**src/rtl/acc_pkg.sv**
```systemverilog
// rtl/acc_pkg.sv - shared helpers for the adder tree accumulator
// Purpose: tree sizing helpers (clog2, per-level operand count) and the
//          signed saturate/truncate conversion used by the output stage.
// Ports:   none (package).
package acc_pkg;

    // Widest value sat_conv can take; the accumulator is sign-extended into it.
    localparam int MAX_W = 128;

    function automatic int clog2(input int n);
        int r;
        int v;
        r = 0;
        v = 1;
        for (int i = 0; i < 32; i++) begin
            if (v < n) begin
                v = v * 2;
                r = r + 1;
            end
        end
        return r;
    endfunction

    // Operand count entering tree level k for an n-input tree.
    function automatic int level_count(input int n, input int k);
        int c;
        c = n;
        for (int i = 0; i < k; i++) begin
            c = (c + 1) / 2;
        end
        return c;
    endfunction

    // Converts a signed value to out_w bits. With saturate set it clamps to the
    // signed out_w range and raises sat; otherwise the caller keeps the low
    // out_w bits (wrap) and sat stays 0.
    function automatic logic [MAX_W-1:0] sat_conv(
        input  logic signed [MAX_W-1:0] v,
        input  int                      out_w,
        input  bit                      saturate,
        output logic                    sat
    );
        logic signed [MAX_W-1:0] hi;
        logic signed [MAX_W-1:0] lo;
        hi = (MAX_W'(1) <<< (out_w - 1)) - MAX_W'(1);
        lo = ~hi;
        sat      = 1'b0;
        sat_conv = v;
        if (saturate) begin
            if (v > hi) begin
                sat_conv = hi;
                sat      = 1'b1;
            end else if (v < lo) begin
                sat_conv = lo;
                sat      = 1'b1;
            end
        end
    endfunction

endpackage

```
**src/rtl/adder_tree_level.sv**
```systemverilog
// rtl/adder_tree_level.sv - one registered pairwise-add level of the adder tree
// Purpose: adds operand pairs (2j, 2j+1) into W+1 bit results; an odd leftover
//          operand is sign-extended and passed through. Beat flags are delayed
//          by the same single register stage.
// Ports:   clk, rst_n        clock, asynchronous active-low reset
//          i_valid/first/last beat flags in, o_valid/first/last flags out
//          i_data [N*W]       packed signed operands
//          o_data [NO*(W+1)]  packed signed results, NO = ceil(N/2)
module adder_tree_level #(
    parameter int N = 2,
    parameter int W = 32,
    localparam int NO = (N + 1) / 2
) (
    input  logic              clk,
    input  logic              rst_n,
    input  logic              i_valid,
    input  logic              i_first,
    input  logic              i_last,
    input  logic [N*W-1:0]    i_data,
    output logic              o_valid,
    output logic              o_first,
    output logic              o_last,
    output logic [NO*(W+1)-1:0] o_data
);

    logic r_valid;
    logic r_first;
    logic r_last;

    always_ff @(posedge clk or negedge rst_n) begin
        if (!rst_n) begin
            r_valid <= 1'b0;
            r_first <= 1'b0;
            r_last  <= 1'b0;
        end else begin
            r_valid <= i_valid;
            r_first <= i_first;
            r_last  <= i_last;
        end
    end

    assign o_valid = r_valid;
    assign o_first = r_first;
    assign o_last  = r_last;

    for (genvar j = 0; j < NO; j++) begin : g_op
        logic signed [W:0] w_op;
        logic signed [W:0] r_op;

        if (2 * j + 1 < N) begin : g_pair
            assign w_op = (W+1)'($signed(i_data[2*j*W +: W]))
                        + (W+1)'($signed(i_data[(2*j+1)*W +: W]));
        end else begin : g_pass
            assign w_op = (W+1)'($signed(i_data[2*j*W +: W]));
        end

        always_ff @(posedge clk or negedge rst_n) begin
            if (!rst_n) begin
                r_op <= '0;
            end else begin
                r_op <= w_op;
            end
        end

        assign o_data[j*(W+1) +: W+1] = r_op;
    end

endmodule

```
**src/rtl/adder_tree_acc.sv**
```systemverilog
// rtl/adder_tree_acc.sv - pipelined N-input signed adder tree with frame accumulator
// Purpose: sums N_IN signed operands per beat through L = clog2(N_IN) registered
//          levels, accumulates tree sums over a first..last frame, and emits one
//          saturated or wrapped OUT_W result per frame, L+2 cycles after the last beat.
// Ports:   clk, rst_n                    clock, asynchronous active-low reset
//          in_valid, in_first, in_last   beat strobe and frame delimiters
//          in_data [N_IN*DATA_W]         packed signed operands
//          out_valid                     one-cycle pulse per completed frame
//          out_data [OUT_W], out_sat     frame result and clamp flag, held until next pulse
module adder_tree_acc
    import acc_pkg::*;
#(
    parameter int N_IN     = 9,
    parameter int DATA_W   = 32,
    parameter int OUT_W    = 32,
    parameter int GUARD_W  = 8,
    parameter int SATURATE = 1
) (
    input  logic                   clk,
    input  logic                   rst_n,
    input  logic                   in_valid,
    input  logic                   in_first,
    input  logic                   in_last,
    input  logic [N_IN*DATA_W-1:0] in_data,
    output logic                   out_valid,
    output logic [OUT_W-1:0]       out_data,
    output logic                   out_sat
);

    localparam int L     = clog2(N_IN);
    localparam int SUM_W = DATA_W + L;
    localparam int ACC_W = DATA_W + L + GUARD_W;

    logic signed [SUM_W-1:0] w_tree_sum;
    logic                    w_t_valid;
    logic                    w_t_first;
    logic                    w_t_last;

    if (L == 0) begin : g_notree
        assign w_tree_sum = in_data;
        assign w_t_valid  = in_valid;
        assign w_t_first  = in_first;
        assign w_t_last   = in_last;
    end else begin : g_tree
        for (genvar k = 0; k < L; k++) begin : g_lvl
            localparam int NK = level_count(N_IN, k);
            localparam int WK = DATA_W + k;
            localparam int NO = (NK + 1) / 2;

            logic [NK*WK-1:0]     w_in;
            logic                 w_iv;
            logic                 w_if;
            logic                 w_il;
            logic [NO*(WK+1)-1:0] w_out;
            logic                 w_ov;
            logic                 w_of;
            logic                 w_ol;

            if (k == 0) begin : g_head
                assign w_in = in_data;
                assign w_iv = in_valid;
                assign w_if = in_first;
                assign w_il = in_last;
            end else begin : g_chain
                assign w_in = g_lvl[k-1].w_out;
                assign w_iv = g_lvl[k-1].w_ov;
                assign w_if = g_lvl[k-1].w_of;
                assign w_il = g_lvl[k-1].w_ol;
            end

            adder_tree_level #(
                .N (NK),
                .W (WK)
            ) u_level (
                .clk     (clk),
                .rst_n   (rst_n),
                .i_valid (w_iv),
                .i_first (w_if),
                .i_last  (w_il),
                .i_data  (w_in),
                .o_valid (w_ov),
                .o_first (w_of),
                .o_last  (w_ol),
                .o_data  (w_out)
            );
        end

        // The last level always reduces to a single SUM_W operand.
        assign w_tree_sum = g_lvl[L-1].w_out;
        assign w_t_valid  = g_lvl[L-1].w_ov;
        assign w_t_first  = g_lvl[L-1].w_of;
        assign w_t_last   = g_lvl[L-1].w_ol;
    end

    logic signed [ACC_W-1:0] r_acc;
    logic                    r_open;
    logic                    r_acc_done;
    logic signed [ACC_W-1:0] w_acc_ext;
    logic signed [ACC_W-1:0] w_acc_next;

    assign w_acc_ext = ACC_W'(w_tree_sum);

    // A first beat, or any beat arriving with no frame open, starts a fresh
    // frame; this also drops a partial frame that never saw its last beat.
    always_comb begin
        w_acc_next = r_acc;
        if (w_t_first || !r_open) begin
            w_acc_next = w_acc_ext;
        end else begin
            w_acc_next = r_acc + w_acc_ext;
        end
    end

    always_ff @(posedge clk or negedge rst_n) begin
        if (!rst_n) begin
            r_acc      <= '0;
            r_open     <= 1'b0;
            r_acc_done <= 1'b0;
        end else begin
            r_acc_done <= w_t_valid && w_t_last;
            if (w_t_valid) begin
                r_acc  <= w_acc_next;
                r_open <= !w_t_last;
            end
        end
    end

    logic [OUT_W-1:0] w_out_conv;
    logic             w_out_sat;

    always_comb begin
        w_out_sat  = 1'b0;
        w_out_conv = OUT_W'(sat_conv(MAX_W'(r_acc), OUT_W, SATURATE != 0, w_out_sat));
    end

    logic             r_out_valid;
    logic [OUT_W-1:0] r_out_data;
    logic             r_out_sat;

    always_ff @(posedge clk or negedge rst_n) begin
        if (!rst_n) begin
            r_out_valid <= 1'b0;
            r_out_data  <= '0;
            r_out_sat   <= 1'b0;
        end else begin
            r_out_valid <= r_acc_done;
            if (r_acc_done) begin
                r_out_data <= w_out_conv;
                r_out_sat  <= w_out_sat;
            end
        end
    end

    assign out_valid = r_out_valid;
    assign out_data  = r_out_data;
    assign out_sat   = r_out_sat;

endmodule

```
**config.mk**
```make
export PLATFORM = sky130hd
export DESIGN_NAME = adder_tree_acc
export DESIGN_NICKNAME = d
export VERILOG_FILES = /design/src/rtl/acc_pkg.sv /design/src/rtl/adder_tree_level.sv /design/src/rtl/adder_tree_acc.sv
export SDC_FILE = /design/constraint.sdc
export NUM_CORES = 1
export LEC_CHECK = 0
export CORE_MARGIN = 8
export CORE_UTILIZATION = 50
export CTS_BUF_LIST = sky130_fd_sc_hd__clkbuf_4
export CTS_CLUSTER_DIAMETER = 40
export DETAILED_ROUTE_END_ITERATION = 10
export PLACE_DENSITY_LB_ADDON = 0.05
export SLEW_MARGIN = 20
export SYNTH_ARGS = -nofsm -noshare
export SYNTH_HDL_FRONTEND = slang
export SYNTH_SLANG_ARGS = --single-unit
```
**constraint.sdc**
```tcl
create_clock -name clk -period 3.3 [get_ports clk]
set_input_delay 0.99 -clock clk [delete_from_list [all_inputs] [get_ports clk]]
set_output_delay 0.99 -clock clk [all_outputs]
set_load 0.02 [all_outputs]
```
Word-level counts from Yosys, hierarchy flattened
Cells that the tools add are included.

Bits in registers: 459. Bits in latches: 0. RAM bits: 0. ROM bits: 0. Logic and storage cells: 49. Memories kept: 0.

Add/subtract/negate cells: 9. Multipliers: 0. Divide/modulo/power cells: 0. Magnitude comparators: 2. Equal/unequal tests: 0. Shift-type cells: 0. Multiplexer cells: 5. Bitwise logic cells: 0. Reductions and logical operators: 4.

Operator list (number): adder 32 x 32 -> 33 bit (4); adder 33 x 33 -> 34 bit (2); 2-to-1 mux 32 bit (2); adder 44 x 36 -> 44 bit (1); greater-than comparator 44 x 32 -> 1 bit (second input constant) (1); less-than comparator 44 x 32 -> 1 bit (second input constant) (1); 2-to-1 mux 44 bit (1); adder 35 x 32 -> 36 bit (1); adder 34 x 34 -> 35 bit (1); logical NOT 1 bit (2); 2-to-1 mux 1 bit (2); logical AND 1 bit (1); logical OR 1 bit (1).

Longest topological paths before layout
Gate-level depths: netlist of the first run.

Depth in word-level cells: 3. Depth in mapped cells: 13. Mapped depth without buffers: 13.

By module
From an unflattened synthesis of the first run, not the netlist that was laid out.

Cells, all modules: 2980. Area total of the unflattened synthesis: 28766.3 sq um.

Modules (own cells, without submodules): adder_tree_level (g_tree.g_lvl[0].u_level) (instances 1, cells an instance 1001, area an instance 10283.6 sq um, sequential area each 4179.0 sq um); adder_tree_level (g_tree.g_lvl[1].u_level) (instances 1, cells an instance 581, area an instance 5968.2 sq um, sequential area each 2602.5 sq um); adder_tree_acc (instances 1, cells an instance 746, area an instance 5896.9 sq um, sequential area each 2001.9 sq um); adder_tree_level (g_tree.g_lvl[2].u_level) (instances 1, cells an instance 331, area an instance 3666.0 sq um, sequential area each 1801.7 sq um); adder_tree_level (g_tree.g_lvl[3].u_level) (instances 1, cells an instance 321, area an instance 2951.6 sq um, sequential area each 975.9 sq um).

Least setup slack after synthesis of the first run
OpenSTA, ideal clock, no wires.

Kind: input to register. Start point: in in_data[192]. End point: reg g_tree.g_lvl[0].u_level.g_op[3].r_op[30]. Library setup time: 0.124 ns. Arrival time: 3.311 ns. Path slack: -0.135 ns. Stages: 11. Path through: ha_1 > fa_1 > a21o_1 > a211oi_1 > o211a_1 > nor2_1 > a22oi_1 > a21oi_1 > a41o_1 > o41a_1 > xor2_1.

Longest elaborated chain between the ends: 1.

RTL lines: start, declared (RTL line adder_tree_acc.sv:24) `input logic [N_IN*DATA_W-1:0] in_data,`; adder 32 x 32 -> 33 bit (RTL line adder_tree_level.sv:52) `+ (W+1)'($signed(i_data[(2*j+1)*W +: W]));`; net g_tree.g_lvl[0].u_level.g_op[3].w_op[30] (RTL line adder_tree_level.sv:47) `logic signed [W:0] w_op;`; end signal, assigned (RTL line adder_tree_level.sv:61) `r_op <= w_op;`; end, declared (RTL line adder_tree_level.sv:48) `logic signed [W:0] r_op;`.

The timed path passes the listed nets, and every way through them passes these cells. A chain may end at the register's enable or synchronous reset.

Worst setup path after layout of the first run
Start point: in in_data[1]. End point: reg g_tree.g_lvl[0].u_level.g_op[0].r_op[29].

Longest elaborated chain between the ends: 1.

RTL lines (RTL line): adder 32 x 32 -> 33 bit (adder_tree_level.sv:52); net g_tree.g_lvl[0].u_level.g_op[0].w_op[29] (adder_tree_level.sv:47); end signal, assigned (adder_tree_level.sv:61); end, declared (adder_tree_level.sv:48).

The timed path passes the listed nets, and every way through them passes these cells.

==> metrics.md, run 1 <==
| Metric | Value |
|---|---|
| Run status | completed |
| Main synth FF type | dfrtp_1 |
| Die width | 251 um |
| Crit path cell chain | clkdlybuf4s50_1, ha_1, a21o_1, a21oi_2, o21ai_0, a311o_1, o211a_1, o41ai_4, o21ai_1, a21o_1, a21oi_2, xnor2_1 |
| Clock-pin slew on the worst setup and hold paths | roughly 0.07 ns |
| EDFF count, synth | 0 |
| Post-route ant nets | 0 |
| DR WL/cell | around 17 um |
| Placer Congestion | about 0.9 |
| Hold crit path type | register to register |
| Asr flop ratio synth | 100% |
| Switching share of power | between 40 and 50% |
| Latest clock arrival within the worst-skew pair | 0.89 ns |
| CTS tree | built |
| Vias in the first global route | approximately 24,000 |
| Worst vdd rail ir drop | 0.370 mV |
| Seq cells post-synth | about 460 |
| FF+latch area | 0.0115 mm^2 |
| Critical path's top delay family | compound AO/OA/AOI/OAI gates |
| Sequential Power Share | ~28% |
| Setup violations, final | 0 |
| H-tree depth | 3 |
| Clock sinks | 459 |
| Top-Level Pins | 327 |
| Initial Util | 50.4% |
| Max Clk Rate | 306 MHz |
| Clk root buf | clkbuf_4 |
| Synth Cell Area | about 0.028 mm^2 |
| Largest net degree at the start of global routing | 76 |
| Slew margin rel. | a little under three fifths |
| Tightest Pin Transition | ~0.64 ns |
| First-pass GRT wire length | roughly 120,000 um |
| CP max FO | 3 |
| Row count | 86 |
| Residual DRC | 0 |
| Clock power frac | between 15 and 20% |
| DRT iter0 DRCs | 1,156 |
| Final wirelength | about 74,000 um |
| Bufs on Longest Clock Path | 3 |
| Max Slew Vio Count | 0 |
| Die Y | ~250 um |
| Fin util | between 60% and 70% |
| Syn_area_per_cell | 9.84 um^2 |
| Tot Pwr | ~0.031 W |
| Area grow syn2layout | 29.7% |
| Synth warn | 0 |
| Core area | 0.0549 mm^2 |
| Post-Syn Instances | roughly 2,800 |
| Max-cap violations | 0 |
| Grt ovf | 0 |
| Antenna violations before repair | 5 |
| Tcrit/Tclk final | 98.9% |
| Minimum clock period | roughly 3.3 ns |
| Vias per inst | 5.44 |
| Gr usage total | roughly a quarter |
| Worst path required time | approximately 4.1 ns |
| Area of the multi-input gates | approximately 0.016 mm^2 |
| Psw | approximately 0.013 W |
| Post-Syn Nets | 3,420 |
| Critical path capture point type | register |
| DP Wirelength | slightly above 60,000 um |
| Top cell type by total area after synthesis | dfrtp_1 |
| PortBufs | 326 |
| Max incr delay on CP | approximately 0.47 ns |
| WP data arrival | just over 4 ns |
| TritonCTS Buffers | 113 |
| Comb pwr share | about 57% |
| Layout fillers | approximately 4,500 |
| # nets final | just over 4,000 |
| DR pass1 iterations | 6 |
| Register area share after synthesis | 41.5% |
| Yosys cell types | between 80 and 90 |
| Worst setup path class | input port to register |
| Power per Cell Area | 853 mW/mm^2 |
| LEAKAGE | roughly 17 nW |
| Buffers & Inverters on Critical Path | 1 |
| Share of cells above drive strength 1 | between 10% and 20% |
| Slowest CP cell | clkdlybuf4s50_1 |
| Worst Setup Start Kind | input port |
| Max Clock Skew | about 0.071 ns |
| Via count | approximately 23,000 |
| Largest cells by area after synthesis | dfrtp_1 (42%), ha_1 (14%), xnor2_1 (6.0%), a21oi_1 (5.8%), a21o_1 (3.5%) |
| Cell internal pwr | between 0.015 and 0.02 W |
| Share of the synthesized area in the top cell type | 41.5% |
| DIE AREA | 0.0631 mm^2 |
| Fin. Hold Viols | 0 |
[power groups by stage]
stage | clock network (W) | registers (W) | logic, W
4_1_cts | 0.00494 | 0.00844 | 0.0171
2_1_floorplan | 0 | 0.00838 | 0.0123
3_5_place_dp | 0 | 0.00854 | 0.0170
3_3_place_gp | 0 | 0.00851 | 0.0166
5_1_grt | 0.00523 | 0.00862 | 0.0194
6_report | 0.00474 | 0.00843 | 0.0174
[cell usage in the layout (no fill, tap or decap), types with 8 or more instances in the layout]
cell type	instances
nand2b_1	39
nand3_1	48
ha_1	297
o21a_1	35
and2_1	18
o211ai_1	19
inv_1	85
o21ai_0	128
o31ai_1	10
a211o_1	8
dfrtp_1	458
o21ai_1	16
or3_1	10
a211oi_2	8
a31o_2	10
a31oi_1	32
or2_2	9
clkbuf_4	149
nand2_1	173
nor2_1	249
o21bai_1	42
a21oi_1	309
nor4_1	8
a211oi_1	23
xor2_1	69
nand4_1	32
buf_4	308
a21oi_2	17
mux2_2	8
xnor2_1	188
nor3_1	43
ha_4	9
clkdlybuf4s50_1	325
o22ai_1	10
a21o_1	129
and3_1	39
clkinv_1	33
nor2b_1	46
and4_1	8
[stage by stage]
step                area (um^2)  std cells  setup WS [ns]  setup TNS, ns  hold slack [ns]
CTS                       35700       4303         0.0358              0            0.340
global route              35900       4308        -0.0382        -0.0556            0.343
finish                    35900       4308         0.0357              0            0.343
global placement          34200       4105          -1.03         -44.61            0.332
detailed placement        34200       4105          -1.10         -47.86            0.335
floorplan                 27800       2812       0.000369              0            0.331
[Yosys cell counts (12+ instances only)]
cell / number
dfrtp_1: 459
a21oi_1: 319
ha_1: 306
nor2_1: 249
xnor2_1: 188
nand2_1: 173
o21ai_0: 133
a21o_1: 129
inv_1: 85
xor2_1: 69
nand3_1: 48
nor2b_1: 48
nor3_1: 44
clkbuf_1: 43
o21bai_1: 42
nand2b_1: 41
and3_1: 39
a31oi_1: 36
o21a_1: 35
nand4_1: 32
a211oi_1: 27
o211ai_1: 19
and2_1: 18
o21ai_1: 15
o31ai_1: 12
[layout make-up]
cell class,count,area share [%]
Clock buffer,149,3.12
Timing Repair Buffer,641,15.9
Clock inverter,48,0.994
Sequential cell,459,32.0
Tap cell,704,2.45
Multi-Input combinational cell,2220,44.6
Inverter,85,0.889
Antenna cell,2,0.0139
[state kept, by name (all words and copies together) (netlist names)]
signal                          flops
g_tree.g_lvl.u_level.o_last         4
out_valid                           1
r_acc_done                          1
out_sat                             1
g_tree.g_lvl.u_level.g_op.r_op    331
out_data                           32
r_open                              1
g_tree.g_lvl.u_level.o_data        36
g_tree.g_lvl.u_level.o_valid        4
g_tree.g_lvl.u_level.o_first        4
r_acc                              44
[layer usage]
layer	vias up	GRT usage (%)	wire, um
met5	-	0	0
met4	0	8.40	2200
met3	138	4.59	3520
met2	591	39.8	35900
met1	11000	29.2	32500
li1	11700	-	-
[kinds of logic after synthesis]
family	synth area share, %
mux	0.475
compound gates	20.6
xor+xnor	8.14
fa+ha+maj	14.5
buf+inv	1.82
flops	41.5
simple gates	13.0
[worst paths after layout]
path / from / end / slack [ns] / cells after the start
min in group asynchronous: rst_n / g_tree.g_lvl[3].u_level.o_data[8] / 0.69 / 2
max reg2reg: g_tree.g_lvl[0].u_level.g_op[2].r_op[2] / g_tree.g_lvl[1].u_level.g_op[1].r_op[33] / 0.13 / 11
min: g_tree.g_lvl[1].u_level.g_op[2].r_op[23] / g_tree.g_lvl[2].u_level.g_op[1].r_op[23] / 0.34 / 0
max: in_data[1] / g_tree.g_lvl[0].u_level.g_op[0].r_op[29] / 0.04 / 12
max in group asynchronous: rst_n / g_tree.g_lvl[0].u_level.g_op[3].r_op[18] / 1.78 / 3
min reg2reg: g_tree.g_lvl[1].u_level.g_op[2].r_op[23] / g_tree.g_lvl[2].u_level.g_op[1].r_op[23] / 0.34 / 0
[timing repair]
item | 4_1_cts | 5_1_grt
resized for setup | 3 | 32
hold buffers | 1 | 0
setup endpoints to repair | 4 | 44
endpoints found under the hold margin | 7 | 0
pin swaps | 0 | 12
setup buffers | 0 | 3
No activity file was read; power rests on OpenSTA's default activity.
==> run 2, diff against run 1 <==
--- a/config.mk
+++ b/config.mk
@@ -5,7 +5,6 @@
 export SDC_FILE = /design/constraint.sdc
 export NUM_CORES = 1
 export LEC_CHECK = 0
-export CORE_MARGIN = 8
 export CORE_UTILIZATION = 50
 export CTS_BUF_LIST = sky130_fd_sc_hd__clkbuf_4
 export CTS_CLUSTER_DIAMETER = 40
==> metrics.md, run 2 (synthesis results as in run 1) <==
| Metric | Value |
|---|---|
| Run status | completed |
| Latest clock arrival within the worst-skew pair | 0.86 ns (-0.03 ns) |
| Placer Congestion | 0.900 (+0.16%) |
| WP data arrival | 3.97 ns (-0.07 ns) |
| Max Clk Rate | 308 MHz (+0.57%) |
| Residual DRC | 0 (unchanged) |
| Commonest non-fill, non-tap cell in the layout | dfrtp_1 |
| Row count | 85 (-1.2%) |
| Power per Cell Area | 860 mW/mm^2 (+0.87%) |
| Grt ovf | 0 (unchanged) |
| Top-Level Pins | 327 (unchanged) |
| Antenna violations before repair | 1 (-4) |
| Hold crit path type | register to register |
| Max FFs per register | 331 (unchanged) |
| RSZ-0062 raised after global routing | yes |
| Critical path capture point type | register |
| Setup violations, final | 0 (unchanged) |
| Tightest Pin Transition | 0.563 ns (-0.0792 ns) |
| Tot Pwr | 0.0309 W (+0.90%) |
| Worst Setup Start Kind | input port |
| Minimum clock period | 3.25 ns (-0.0185 ns) |
| Bufs on Longest Clock Path | 3 (unchanged) |
| Via count | 23,400 (-0.21%) |
| Worst vdd rail ir drop | 0.365 mV (-1.2%) |
| DRT iter0 DRCs | 1,294 (+12%) |
| Die Y | 237 um (-5.6%) |
| First-pass GRT wire length | 117,000 um (-2.6%) |
| PortBufs | 326 (unchanged) |
| Fin. Hold Viols | 0 (unchanged) |
| Vias per inst | 5.44 (about the same) |
| Max Clock Skew | 0.0637 ns (-0.00730 ns) |
| DIE AREA | 0.0563 mm^2 (-11%) |
| Vias in the first global route | 23,700 (-1.8%) |
| Max Slew Vio Count | 0 (unchanged) |
| CTS tree | built |
| DP Wirelength | 59,200 um (-2.8%) |
| Clock-pin slew on the worst setup and hold paths | 0.06 ns (about the same) |
| Worst setup path class | input port to register |
| DP Area | 0.0342 mm^2 (about the same) |
| Area of the multi-input gates | 0.0160 mm^2 (-0.19%) |
| Area grow syn2layout | 29.7% (about the same) |
| Final wirelength | 72,500 um (-2.1%) |
| Largest net degree at the start of global routing | 79 (+3.9%) |
| Clock sinks | 459 (unchanged) |
| Max-cap violations | 0 (unchanged) |
| Tcrit/Tclk final | 98.4% (-0.56 points) |
| Layout fillers | 4,357 (-2.6%) |
| Clk root buf | clkbuf_4 |
| Most frequent cells in the layout | dfrtp_1 (458), clkdlybuf4s50_1 (325), a21oi_1 (311), buf_4 (303), ha_1 (296) |
| Core area | 0.0542 mm^2 (-1.2%) |
| Slew margin rel. | 61.5% (+4.6 points) |
| DR pass1 iterations | 7 (+1) |
| Post-route ant nets | 0 (unchanged) |
| H-tree depth | 3 (unchanged) |
| Gr usage total | 26.0% (+2.7 points) |
| Share of cells above drive strength 1 | 16.3% (+0.10 points) |
| GR Util met2 | 44.0% (+4.1 points) |
| LEAKAGE | 16.6 nW (+0.17%) |
| Grt met1 use | 34.3% (+5.0 points) |
| DR WL/cell | 16.9 um (-2.0%) |
| Initial Util | 51.0% (+0.59 points) |
| Biggest register | g_tree.g_lvl.u_level.g_op.r_op |
| TritonCTS Buffers | 118 (+4.4%) |
| Global route hottest layer | met2 |
| Die width | 237 um (-5.6%) |
| Fin area | 0.0359 mm^2 (about the same) |
| # nets final | 4,129 (+0.024%) |
| FF+latch area | 0.0115 mm^2 (unchanged) |
| Worst path required time | 4.03 ns (-0.05 ns) |
| CP max FO | 3 (unchanged) |
| Met3 usage | 3.73% (-0.86 points) |
run 2: cell types whose count changed in the layout (fill, tap and decap cells not counted), sizes merged:
cell and change:
buf -4, bufinv +2, clkinvlp +2, inv +2
clkbuf -1, clkinv +1, diode -1
run 2: worst paths after layout:
| path | start | to | slack, ns | cells after the start |
|---|---|---|---|---|
| setup / recovery | in_data[192] | g_tree.g_lvl[0].u_level.g_op[3].r_op[30] | 0.05 | 12 |
| hold reg to reg | g_tree.g_lvl[0].u_level.o_last | g_tree.g_lvl[1].u_level.o_last | 0.34 | 0 |
| setup reg to reg | g_tree.g_lvl[2].u_level.g_op[0].r_op[0] | g_tree.g_lvl[3].u_level.o_data[30] | 0.13 | 13 |
| max in group asynchronous | rst_n | g_tree.g_lvl[0].u_level.g_op[2].r_op[20] | 1.85 | 3 |
| min in group asynchronous | rst_n | r_acc[2] | 0.64 | 2 |
| hold / removal | g_tree.g_lvl[0].u_level.o_last | g_tree.g_lvl[1].u_level.o_last | 0.34 | 0 |
run 2: repair_timing:
| action | CTS | global route |
|---|---|---|
| pin swaps | 0 | 12 |
| hold buffers | 1 | 0 |
| endpoints found under the setup margin | 1 | 32 |
| resized for setup | 1 | 29 |
| endpoints found under the hold margin | 33 | 0 |
| buffers inserted | 0 | 1 |
run 2: through the flow:
step	std cells	setup TNS (ns)	util (%)	hold slack (ns)	setup WS [ns]
2_1_floorplan	2812	0	-	0.331	0.000369
3_5_place_dp	4095	-40.51	63.0	0.335	-0.907
4_1_cts	4299	0	65.9	0.341	0.0249
3_3_place_gp	4095	-37.16	63.0	0.332	-0.840
6_report	4301	0	66.2	0.342	0.0541
5_1_grt	4301	-0.117	66.2	0.346	-0.0839
run 2: critical path: stages:
cell	delay [ns]
clkdlybuf4s50_1	0.40
ha_1	0.24
fa_2	0.38
a21o_1	0.23
a211oi_4	0.30
o211a_1	0.20
nor2_1	0.08
a22oi_2	0.21
a21oi_1	0.13
a41o_1	0.28
o41a_1	0.36
xor2_1	0.17
run 2: report_power, final:
part | switching (W) | internal, W
registers | 0.00104 | 0.00747
logic | 0.00947 | 0.00795
clock network | 0.00226 | 0.00267
total | 0.0128 | 0.0181
run 2: layout make-up:
type	count	share of cell area (%)
tap	696	2.43
clock buffer	148	3.10
inverter	85	0.889
clock inverter	55	1.21
antenna	1	0.00697
multi-input combinational	2220	44.5
timing repair buffer	637	15.9
sequential	459	32.0
run 2: layer usage:
metal	part of all wire, %	wire length, um
met2	48	34700
met4	2.2	1610
met1	46	33200
met5	0	0
met3	4.1	2970
